`config.mk`:
```
export PLATFORM = sky130hd
export DESIGN_NAME = fg_scanout
export DESIGN_NICKNAME = d
export VERILOG_FILES = /design/src/rtl/fg_scanout.sv
export SDC_FILE = /design/constraint.sdc
export NUM_CORES = 1
export LEC_CHECK = 0
export BUFFER_PORTS_ARGS = -buffer_cell sky130_fd_sc_hd__buf_2
export CAP_MARGIN = 20
export CORE_MARGIN = 3
export CORE_UTILIZATION = 25
export DETAILED_ROUTE_END_ITERATION = 10
export PLACE_DENSITY = 0.49
export SLEW_MARGIN = 20
export SYNTH_ARGS = -nofsm -noshare
export SYNTH_HDL_FRONTEND = slang
export SYNTH_SLANG_ARGS = --single-unit
```
`constraint.sdc`:
```
create_clock -name CLK -period 2.9 [get_ports CLK]
set_input_delay 0 -clock CLK [delete_from_list [all_inputs] [get_ports CLK]]
set_output_delay 0 -clock CLK [all_outputs]
set_load 0.01 [all_outputs]
```
`src/rtl/fg_scanout.sv`:
```
// Foreground VRAM scan-out: per-line read transfer at HBLANK, then serial-port fetch into a
// 4-deep pixel FIFO that is drained one index per CE_PIX; UNDERFLOW latches any empty pop.
module fg_scanout #(
    parameter int H_ACTIVE = 256,
    parameter int SQ_LAT   = 3,
    parameter int SC_HALF  = 2
) (
    input  logic        CLK,
    input  logic        RST,
    input  logic        CE_PIX,
    input  logic        HBLANK,
    input  logic        VBLANK,
    input  logic [8:0]  VCNT,
    input  logic [7:0]  SCROLL_X,
    input  logic [7:0]  SCROLL_Y,
    output logic        BUS_REQ,
    input  logic        BUS_GNT,
    output logic [15:0] VA,
    output logic        RAS_N,
    output logic [1:0]  CAS_N,
    output logic        WE_N,
    output logic        OE_N,
    input  logic        RDY,
    output logic        SC,
    output logic        SE_N,
    input  logic [7:0]  SQ,
    output logic [7:0]  PIX,
    output logic        PIX_VALID,
    output logic        UNDERFLOW
);

    typedef enum logic [2:0] {
        S_IDLE, S_REQ, S_SETUP, S_STROBE, S_RELEASE, S_STREAM
    } state_t;

    localparam logic [1:0] PH_IDLE = 2'd0;
    localparam logic [1:0] PH_HIGH = 2'd1;
    localparam logic [1:0] PH_LOW  = 2'd2;

    state_t      r_state, w_next;
    logic        r_hblank_d;
    logic [7:0]  r_row, r_col;
    logic [15:0] r_va;
    logic [1:0]  r_guard;
    logic [7:0]  r_lat;
    logic        r_sc;
    logic [1:0]  r_sc_ph;
    logic [7:0]  r_sc_cnt;
    logic [7:0]  r_mem [4];
    logic [1:0]  r_wr, r_rd;
    logic [2:0]  r_cnt;
    logic [8:0]  r_push_cnt, r_pop_cnt;
    logic [7:0]  r_pix;
    logic        r_pix_vld;
    logic        r_underflow;

    logic w_trig, w_pop_req, w_pop, w_push;
    logic w_bus_req, w_ras_n, w_oe_n;
    logic w_unused;

    assign w_unused = VCNT[8];

    assign w_trig    = HBLANK & ~r_hblank_d & ~VBLANK &
                       ((r_state == S_IDLE) || (r_state == S_STREAM));
    assign w_pop_req = CE_PIX & ~HBLANK & ~VBLANK & (r_pop_cnt < 9'(H_ACTIVE));
    assign w_pop     = w_pop_req & (r_cnt != 3'd0);
    // A full FIFO still accepts a byte when the same cycle pops one.
    assign w_push    = (r_state == S_STREAM) & ~w_trig & (r_sc_ph == PH_IDLE) &
                       (r_lat == 8'd0) & (r_push_cnt < 9'(H_ACTIVE)) &
                       ((r_cnt != 3'd4) | w_pop);

    always_ff @(posedge CLK or posedge RST) begin
        if (RST) r_state <= S_IDLE;
        else     r_state <= w_next;
    end

    always_comb begin
        w_next    = r_state;
        w_bus_req = 1'b0;
        w_ras_n   = 1'b1;
        w_oe_n    = 1'b1;
        case (r_state)
            S_IDLE:    if (w_trig) w_next = S_REQ;
            S_REQ: begin
                w_bus_req = 1'b1;
                if (BUS_GNT) w_next = S_SETUP;
            end
            S_SETUP: begin
                w_bus_req = 1'b1;
                w_oe_n    = 1'b0;
                w_next    = S_STROBE;
            end
            S_STROBE: begin
                w_bus_req = 1'b1;
                w_ras_n   = 1'b0;
                w_oe_n    = 1'b0;
                // RDY may still show the previous completion for two cycles.
                if (r_guard == 2'd2 && RDY) w_next = S_RELEASE;
            end
            S_RELEASE: w_next = S_STREAM;
            S_STREAM:  if (w_trig) w_next = S_REQ;
            default:   w_next = S_IDLE;
        endcase
    end

    always_ff @(posedge CLK or posedge RST) begin
        if (RST) begin
            r_hblank_d <= 1'b0;
            r_row      <= 8'd0;
            r_col      <= 8'd0;
            r_va       <= 16'd0;
            r_guard    <= 2'd0;
            r_lat      <= 8'd0;
        end else begin
            r_hblank_d <= HBLANK;
            if (w_trig) begin
                r_row <= VCNT[7:0] + 8'd1 + SCROLL_Y;
                r_col <= SCROLL_X;
            end
            if (r_state == S_REQ && BUS_GNT) r_va <= {r_row, r_col};
            if (r_state == S_SETUP)                           r_guard <= 2'd0;
            else if (r_state == S_STROBE && r_guard != 2'd2)  r_guard <= r_guard + 2'd1;
            if (r_state == S_RELEASE || w_push) r_lat <= 8'(SQ_LAT);
            else if (r_lat != 8'd0)             r_lat <= r_lat - 8'd1;
        end
    end

    always_ff @(posedge CLK or posedge RST) begin
        if (RST) begin
            r_sc     <= 1'b0;
            r_sc_ph  <= PH_IDLE;
            r_sc_cnt <= 8'd0;
        end else if (w_trig || r_state != S_STREAM) begin
            r_sc     <= 1'b0;
            r_sc_ph  <= PH_IDLE;
            r_sc_cnt <= 8'd0;
        end else begin
            case (r_sc_ph)
                PH_IDLE: if (w_push) begin
                    r_sc     <= 1'b1;
                    r_sc_ph  <= PH_HIGH;
                    r_sc_cnt <= 8'd0;
                end
                PH_HIGH: if (r_sc_cnt == 8'(SC_HALF - 1)) begin
                    r_sc     <= 1'b0;
                    r_sc_ph  <= PH_LOW;
                    r_sc_cnt <= 8'd0;
                end else begin
                    r_sc_cnt <= r_sc_cnt + 8'd1;
                end
                // The idle (push) cycle is the last low cycle of the SC period.
                PH_LOW: if (r_sc_cnt >= 8'(SC_HALF - 2)) r_sc_ph <= PH_IDLE;
                        else                             r_sc_cnt <= r_sc_cnt + 8'd1;
                default: r_sc_ph <= PH_IDLE;
            endcase
        end
    end

    always_ff @(posedge CLK) begin
        if (w_push) r_mem[r_wr] <= SQ;
    end

    always_ff @(posedge CLK or posedge RST) begin
        if (RST) begin
            r_wr        <= 2'd0;
            r_rd        <= 2'd0;
            r_cnt       <= 3'd0;
            r_push_cnt  <= 9'd0;
            r_pop_cnt   <= 9'd0;
            r_pix       <= 8'd0;
            r_pix_vld   <= 1'b0;
            r_underflow <= 1'b0;
        end else begin
            r_pix_vld <= w_pop_req;
            if (w_trig) begin
                r_wr       <= 2'd0;
                r_rd       <= 2'd0;
                r_cnt      <= 3'd0;
                r_push_cnt <= 9'd0;
                r_pop_cnt  <= 9'd0;
            end else begin
                if (w_push) begin
                    r_wr       <= r_wr + 2'd1;
                    r_push_cnt <= r_push_cnt + 9'd1;
                end
                if (w_pop) r_rd <= r_rd + 2'd1;
                r_cnt <= r_cnt + {2'b00, w_push} - {2'b00, w_pop};
                if (w_pop_req) begin
                    r_pop_cnt <= r_pop_cnt + 9'd1;
                    r_pix     <= w_pop ? r_mem[r_rd] : 8'd0;
                    if (!w_pop) r_underflow <= 1'b1;
                end
            end
        end
    end

    assign BUS_REQ   = w_bus_req;
    assign RAS_N     = w_ras_n;
    assign OE_N      = w_oe_n;
    assign VA        = r_va;
    assign CAS_N     = 2'b11;
    assign WE_N      = 1'b1;
    assign SE_N      = 1'b0;
    assign SC        = r_sc;
    assign PIX       = r_pix;
    assign PIX_VALID = r_pix_vld;
    assign UNDERFLOW = r_underflow;

endmodule
```
Word-level counts from Yosys, hierarchy flattened
Memories as Yosys holds them, arrays and structs flattened.
Cells that the tools add are included.
{"block": "op_classes", "eq_ne": 19, "reduce_logical": 27, "n_mux": 37, "n_lt_le_gt_ge": 3, "bitwise": 18, "addsub": 11}
{"cell": "8-bit 2-to-1 mux", "n": 7}
{"cell": "9-bit 2-to-1 mux", "n": 4}
{"cell": "8-bit case mux with 3 select lines", "n": 1}
{"cell": "2-bit 2-to-1 mux", "n": 10}
{"cell": "9-bit by 1-bit adder with 9-bit output (second input constant)", "n": 2}
{"cell": "9-bit < comparator (second input constant)", "n": 2}
{"cell": "8-bit by 1-bit adder with 8-bit output (second input constant)", "n": 2}
{"cell": "3-bit inequality test (second input constant)", "n": 5}
{"cell": "3-bit case mux with 5 select lines", "n": 1}
{"cell": "3-bit AND reduction", "n": 5}
{"cell": "1-bit bitwise AND", "n": 12}
{"cell": "3-bit 2-to-1 mux", "n": 4}
{"cell": "2-bit nonzero test", "n": 5}
{"cell": "8-bit adder", "n": 1}
{"cell": "8-bit by 1-bit == test with 1-bit output (second input constant)", "n": 1}
{"cell": "8-bit by 1-bit >= comparator with 1-bit output (second input constant)", "n": 1}
{"cell": "8-bit logical NOT", "n": 1}
{"cell": "1-bit 2-to-1 mux", "n": 8}
{"cell": "8-bit nonzero test", "n": 1}
{"cell": "8-bit by 1-bit subtractor with 8-bit output (second input constant)", "n": 1}
{"cell": "2-bit by 1-bit adder with 2-bit output (second input constant)", "n": 3}
{"cell": "3-bit by 2-bit == test with 1-bit output (second input constant)", "n": 2}
{"cell": "3-bit == test (second input constant)", "n": 2}
{"cell": "2-bit inequality test (second input constant)", "n": 3}
{"cell": "other kinds (20)", "n": 31}
{"block": "totals", "mem_count": 1, "output_inout_bits": 34, "wordCells": 134, "ramBits": 32, "reg_bits": 92, "in_bits": 40}
{"memory": "r_mem", "words": 4, "word_bits": 8, "read_ports": 1, "rd_ports_with_merged_regs": 0, "write_ports": 1, "line": "49", "text": "logic [7:0] r_mem [4];"}

Depth between registers and ports, before layout
{"block": "depth", "word_depth": 13, "depth_mapped": 15}

Least setup slack after synthesis
Ideal clock, no wire load.
{"block": "synth_timing", "path_type": "register -> register", "from": "register r_lat[0]", "to": "register r_cnt[2]", "arrival_ns": 3.102, "stages_incl_launch_ff": 16, "synth_period_minus_slack_ns": 3.234, "path_slack_ns": -0.334, "path_cell_list": "dfrtp_1 inv_1 ha_1 or4b_4 a2111oi_4 and3_1 buf_6 inv_4 ha_1 inv_1 ha_1 inv_1 fa_1 xor2_1 xnor2_1 nor2_1"}
{"block": "synth_via", "elab_chain_len": 7}
{"element": "start, declared", "line": "45", "text": "logic [7:0] r_lat;"}
{"element": "start signal, assigned", "line": "123", "text": "if (r_state == S_RELEASE || w_push) r_lat <= 8'(SQ_LAT);"}
{"element": "start signal, assigned", "line": "124", "text": "else if (r_lat != 8'd0) r_lat <= r_lat - 8'd1;"}
{"element": "8-bit logical NOT", "line": "69", "text": "(r_lat == 8'd0) & (r_push_cnt < 9'(H_ACTIVE)) &"}
{"element": "1-bit bitwise AND", "line": "68", "text": "assign w_push = (r_state == S_STREAM) & ~w_trig & (r_sc_ph == PH_IDLE) &"}
{"element": "1-bit bitwise AND (2 in series)", "line": "69"}
{"element": "3-bit by 1-bit adder with 3-bit output", "line": "187", "text": "r_cnt <= r_cnt + {2'b00, w_push} - {2'b00, w_pop};"}
{"element": "3-bit by 1-bit subtractor with 3-bit output", "line": "187"}
{"element": "3-bit 2-to-1 mux", "line": "175", "text": "if (w_trig) begin"}
{"element": "end signal, assigned", "line": "187"}
{"element": "end, declared", "line": "51", "text": "logic [2:0] r_cnt;"}
Every way passes these cells.
A chain may end at the register's enable or synchronous reset.

Worst setup path in the final report
Ends and elaborated chain as after synthesis.

==> run summary <==
FLOORPLAN
---------------------------------------------------------------------------------
I/O pin count ......................................................           74
Count of standard-cell rows ........................................           55
Standard cell core area ............................................   22,700 um2
Floorplan die area .................................................   25,000 um2
Die X-Extent .......................................................       158 um
Height of the chip .................................................       158 um
Starting utilization of the core area ..............................        25.5%

STA
---------------------------------------------------------------------------------
Final hold violation count .........................................            0
Ratio of final minimum period to clock period ......................        97.2%
Highest attainable clock frequency .................................    0.355 GHz
Final clock skew ...................................................      9.22 ps
Pins Over Slew Limit ...............................................            0
Unrepaired setup endpoints after global routing ....................          yes
Min Clock Period, post-route .......................................      2820 ps
Setup tns final ....................................................         0 ps
Headroom to the max-slew limit .....................................        41.3%
Actual slew at the worst max-slew pin ..............................       880 ps
Setup violations, final ............................................            0

PWR
---------------------------------------------------------------------------------
Proportion of power drawn by flip-flops and latches ................        40.9%
Leak pwr ...........................................................      3.25 nW
Total net switching power ..........................................      1.80 mW
Worst vdd rail ir drop .............................................     0.424 mV
Switching part of the total ........................................        29.5%
P per Cell Area ....................................................   812 nW/um2
Clock network power share ..........................................        35.2%
Design internal power ..............................................      4.30 mW
Part of the power in combinational logic ...........................        23.8%

PLACEMENT
---------------------------------------------------------------------------------
Number of input and output port buffers inserted ...................           68
Half-perimeter wire length after detailed placement ................      8810 um
Routability Congestion .............................................        0.779
Number of placed instances with taps included ......................          852

SETUP PATH
---------------------------------------------------------------------------------
Crit-path max FO ...................................................            2
Critical path type .................................................      reg2reg
Worst EP required ..................................................      3190 ps
Element type at the critical path end ..............................    flip-flop
CP Data Arrival Time ...............................................      3110 ps
Largest incremental delay on the critical path .....................       470 ps
Critical-path cell with the highest stage delay ....................       or4b_4
Register-to-register setup slack ...................................        80 ps
Reg2reg end ........................................................     r_cnt[2]
Reg-to-reg critical path startpoint ................................     r_lat[0]
Cells traversed along the worst timing path ........................ inv_2 -> ha_4 -> or4b_4 -> a2111oi_4 -> and3_4 -> inv_6 -> ha_4 -> inv_2 -> ha_4 -> inv_2 -> fa_2 -> xor2_1 -> xnor2_1 -> nor2_1
Setup crit start kind ..............................................    flip-flop
Number of cells on the worst reg-to-reg path .......................           14

DETAILED ROUTING
---------------------------------------------------------------------------------
Drt first pass iters ...............................................            6
Antenna-violating nets left ........................................            0
Remaining DRCs .....................................................            0
Total vias in the final route ......................................        4,065
Average wire per standard cell .....................................      13.6 um
1st-iter DRT viols .................................................          152
Total routed wirelength ............................................    12,400 um
Detailed-route vias per instance ...................................         4.45

GLOBAL ROUTE
---------------------------------------------------------------------------------
Via count of the first global-routing pass .........................        4,294
GRT Resource Usage Total ...........................................        10.6%
GR Overflow Total ..................................................            0
Antenna violations before repair ...................................            0
First-pass GRT wire length .........................................    21,200 um
Largest net degree at the start of global routing ..................           49

HOLD PATH
---------------------------------------------------------------------------------
Launch instance of the worst min-delay path ........................  SCROLL_Y[1]
WHS Path Cells .....................................................            4
Min-delay worst type ...............................................       in2reg
End point of the most critical hold path ...........................     r_row[1]

LOGIC SYNTHESIS
---------------------------------------------------------------------------------
Synth Instances ....................................................          498
Seq/Total Area, Yosys ..............................................        56.4%
Cell Area, Synth ...................................................     5790 um2
Number of synthesized flops with an enable pin .....................           32
Synth Warn # .......................................................            0
Total of flip-flops plus latches after synthesis ...................          124
Distinct cell type count after synthesis ...........................           58
Synthesized area divided by synthesized cell count .................     11.6 um2
FFs w/ async S/R, synth ............................................        74.2%
Most frequently used flop master after synthesis ...................      dfrtp_1

LAYOUT
---------------------------------------------------------------------------------
Finished Layout Cells ..............................................          914
Commonest cells after routing, fill and taps aside ................. 92 x dfrtp_1, 68 x buf_2, 53 x nand2_1
Net count reported at finish .......................................          681
FF+latch area ......................................................     3260 um2
Count of filler cells inserted in the layout .......................        2,303
Number of diodes added for antenna fixing ..........................            0
Most common cell after layout, fill and taps aside .................      dfrtp_1
Area growth from synthesis to layout ...............................        29.8%
Proportion of layout cells with a drive suffix above 1 .............        27.0%
Multi-input gate area in the final layout ..........................     2360 um2

CLOCK TREE
---------------------------------------------------------------------------------
Clock sink count ...................................................          124
Clock latency of the later-clocked register in the worst-skew pair .       410 ps
Clk buf depth ......................................................            2
CTS tree ...........................................................        built
Register clock-pin slew on the reported worst setup and hold paths .        60 ps
Clock buffers created by TritonCTS .................................           17
Clock root cell ....................................................    clkbuf_16
Total number of H-tree levels ......................................            4

STATUS
---------------------------------------------------------------------------------
Status ............................................................. complete, no violations

RUN
---------------------------------------------------------------------------------
# Max-Cap Violations ...............................................            0

flip-flops by register name, summed over array words and instances, names as in the netlist, 9 cells and up:
signal and cells:
r_mem 32, VA 16, r_pop_cnt 9, r_push_cnt 9
layout make-up:
class	instances	share of cell area, %
Sequential cell	124	43.5
Multi-Input combinational cell	325	31.4
Timing Repair Buffer	122	11.0
Clock buffer	18	5.72
Tap cell	285	4.75
Clock inverter	14	2.27
Inverter	26	1.40
worst max-delay path by stage:
stage,from,endpoint,slack (ps)
floorplan,r_lat[0],r_cnt[2],-170
global placement,r_lat[1],r_cnt[2],-0.4
detailed placement,r_lat[1],r_cnt[2],-40
CTS,r_lat[1],r_cnt[2],2
global route,r_lat[0],r_cnt[2],-70
finish,r_lat[0],r_cnt[2],80
per-stage QoR:
stage | hold WS (ps) | worst slack, ps | total power, mW | area (um2) | util (%)
2_1_floorplan | 31.4 | -165 | 3.42 | 5830 | -
3_3_place_gp | 134 | -0.365 | 3.90 | 6600 | 29.1
3_5_place_dp | 130 | -43.5 | 3.96 | 6600 | 29.1
4_1_cts | 14.0 | 1.99 | 6.20 | 7500 | 33.0
5_1_grt | 31.7 | -65.0 | 6.51 | 7510 | 33.1
6_report | 38.0 | 82.1 | 6.10 | 7510 | 33.1
repair_timing:
action                     CTS  global route
setup endpoints to repair    1             2
hold buffers                26             0
setup buffers                3             1
hold endpoints to repair    90             0
pin swaps                    6             2
resized for setup            5             0
routing by layer:
layer | up-vias | GRT usage, % | part of all wire (%)
li1 | 1991 | - | -
met1 | 1996 | 13.1 | 45
met2 | 67 | 17.8 | 50
met3 | 11 | 3.47 | 3.6
met4 | 0 | 3.40 | 1.1
met5 | - | 0 | 0
worst max-delay path: cells and delay by family, from the launching register on:
family	cells	cell delay (ps)
AO/OA/AOI/OAI	1	230
flip-flops	1	390
adder cells (fa/ha/maj)	4	750
buffers and inverters	4	210
AND/OR/NAND/NOR	3	800
XOR/XNOR	2	320
cells in the mapped netlist, types with 8 or more instances:
| cell | number | area, um2 |
|---|---|---|
| dfrtp_1 | 92 | 2300 |
| nand2_1 | 53 | 199 |
| edfxtp_1 | 32 | 961 |
| nor2_1 | 29 | 109 |
| inv_1 | 25 | 93.8 |
| ha_1 | 23 | 288 |
| o21ai_0 | 20 | 100 |
| nand3_1 | 18 | 90.1 |
| clkbuf_1 | 17 | 63.8 |
| mux2_2 | 16 | 180 |
| nor3_1 | 14 | 70.1 |
| a21oi_1 | 13 | 65.1 |
| xnor2_1 | 12 | 105 |
| xor2_1 | 10 | 87.6 |
| a22o_1 | 8 | 70.1 |
| mux4_2 | 8 | 180 |
| o21ai_1 | 8 | 40.0 |
power by group through the flow:
stage	Combinational, mW	Clock, mW	Sequential [mW]
floorplan	0.936	0	2.48
global placement	1.39	0	2.51
detailed placement	1.44	0	2.53
CTS	1.48	2.21	2.51
global route	1.65	2.31	2.56
finish	1.45	2.15	2.50
logic make-up (layout without fill, tap and decap cells):
group	Yosys count	count (layout)	share of synthesized area (%)
mux	28	28	6.92
fa+ha+maj	25	25	5.67
compound gates	76	76	8.89
other cells	2	4	0.130
simple gates	170	170	14.8
buf+inv	51	180	3.87
flops	124	124	56.4
xor+xnor	22	22	3.33
Note: power is estimated with default switching activity, not from simulation.
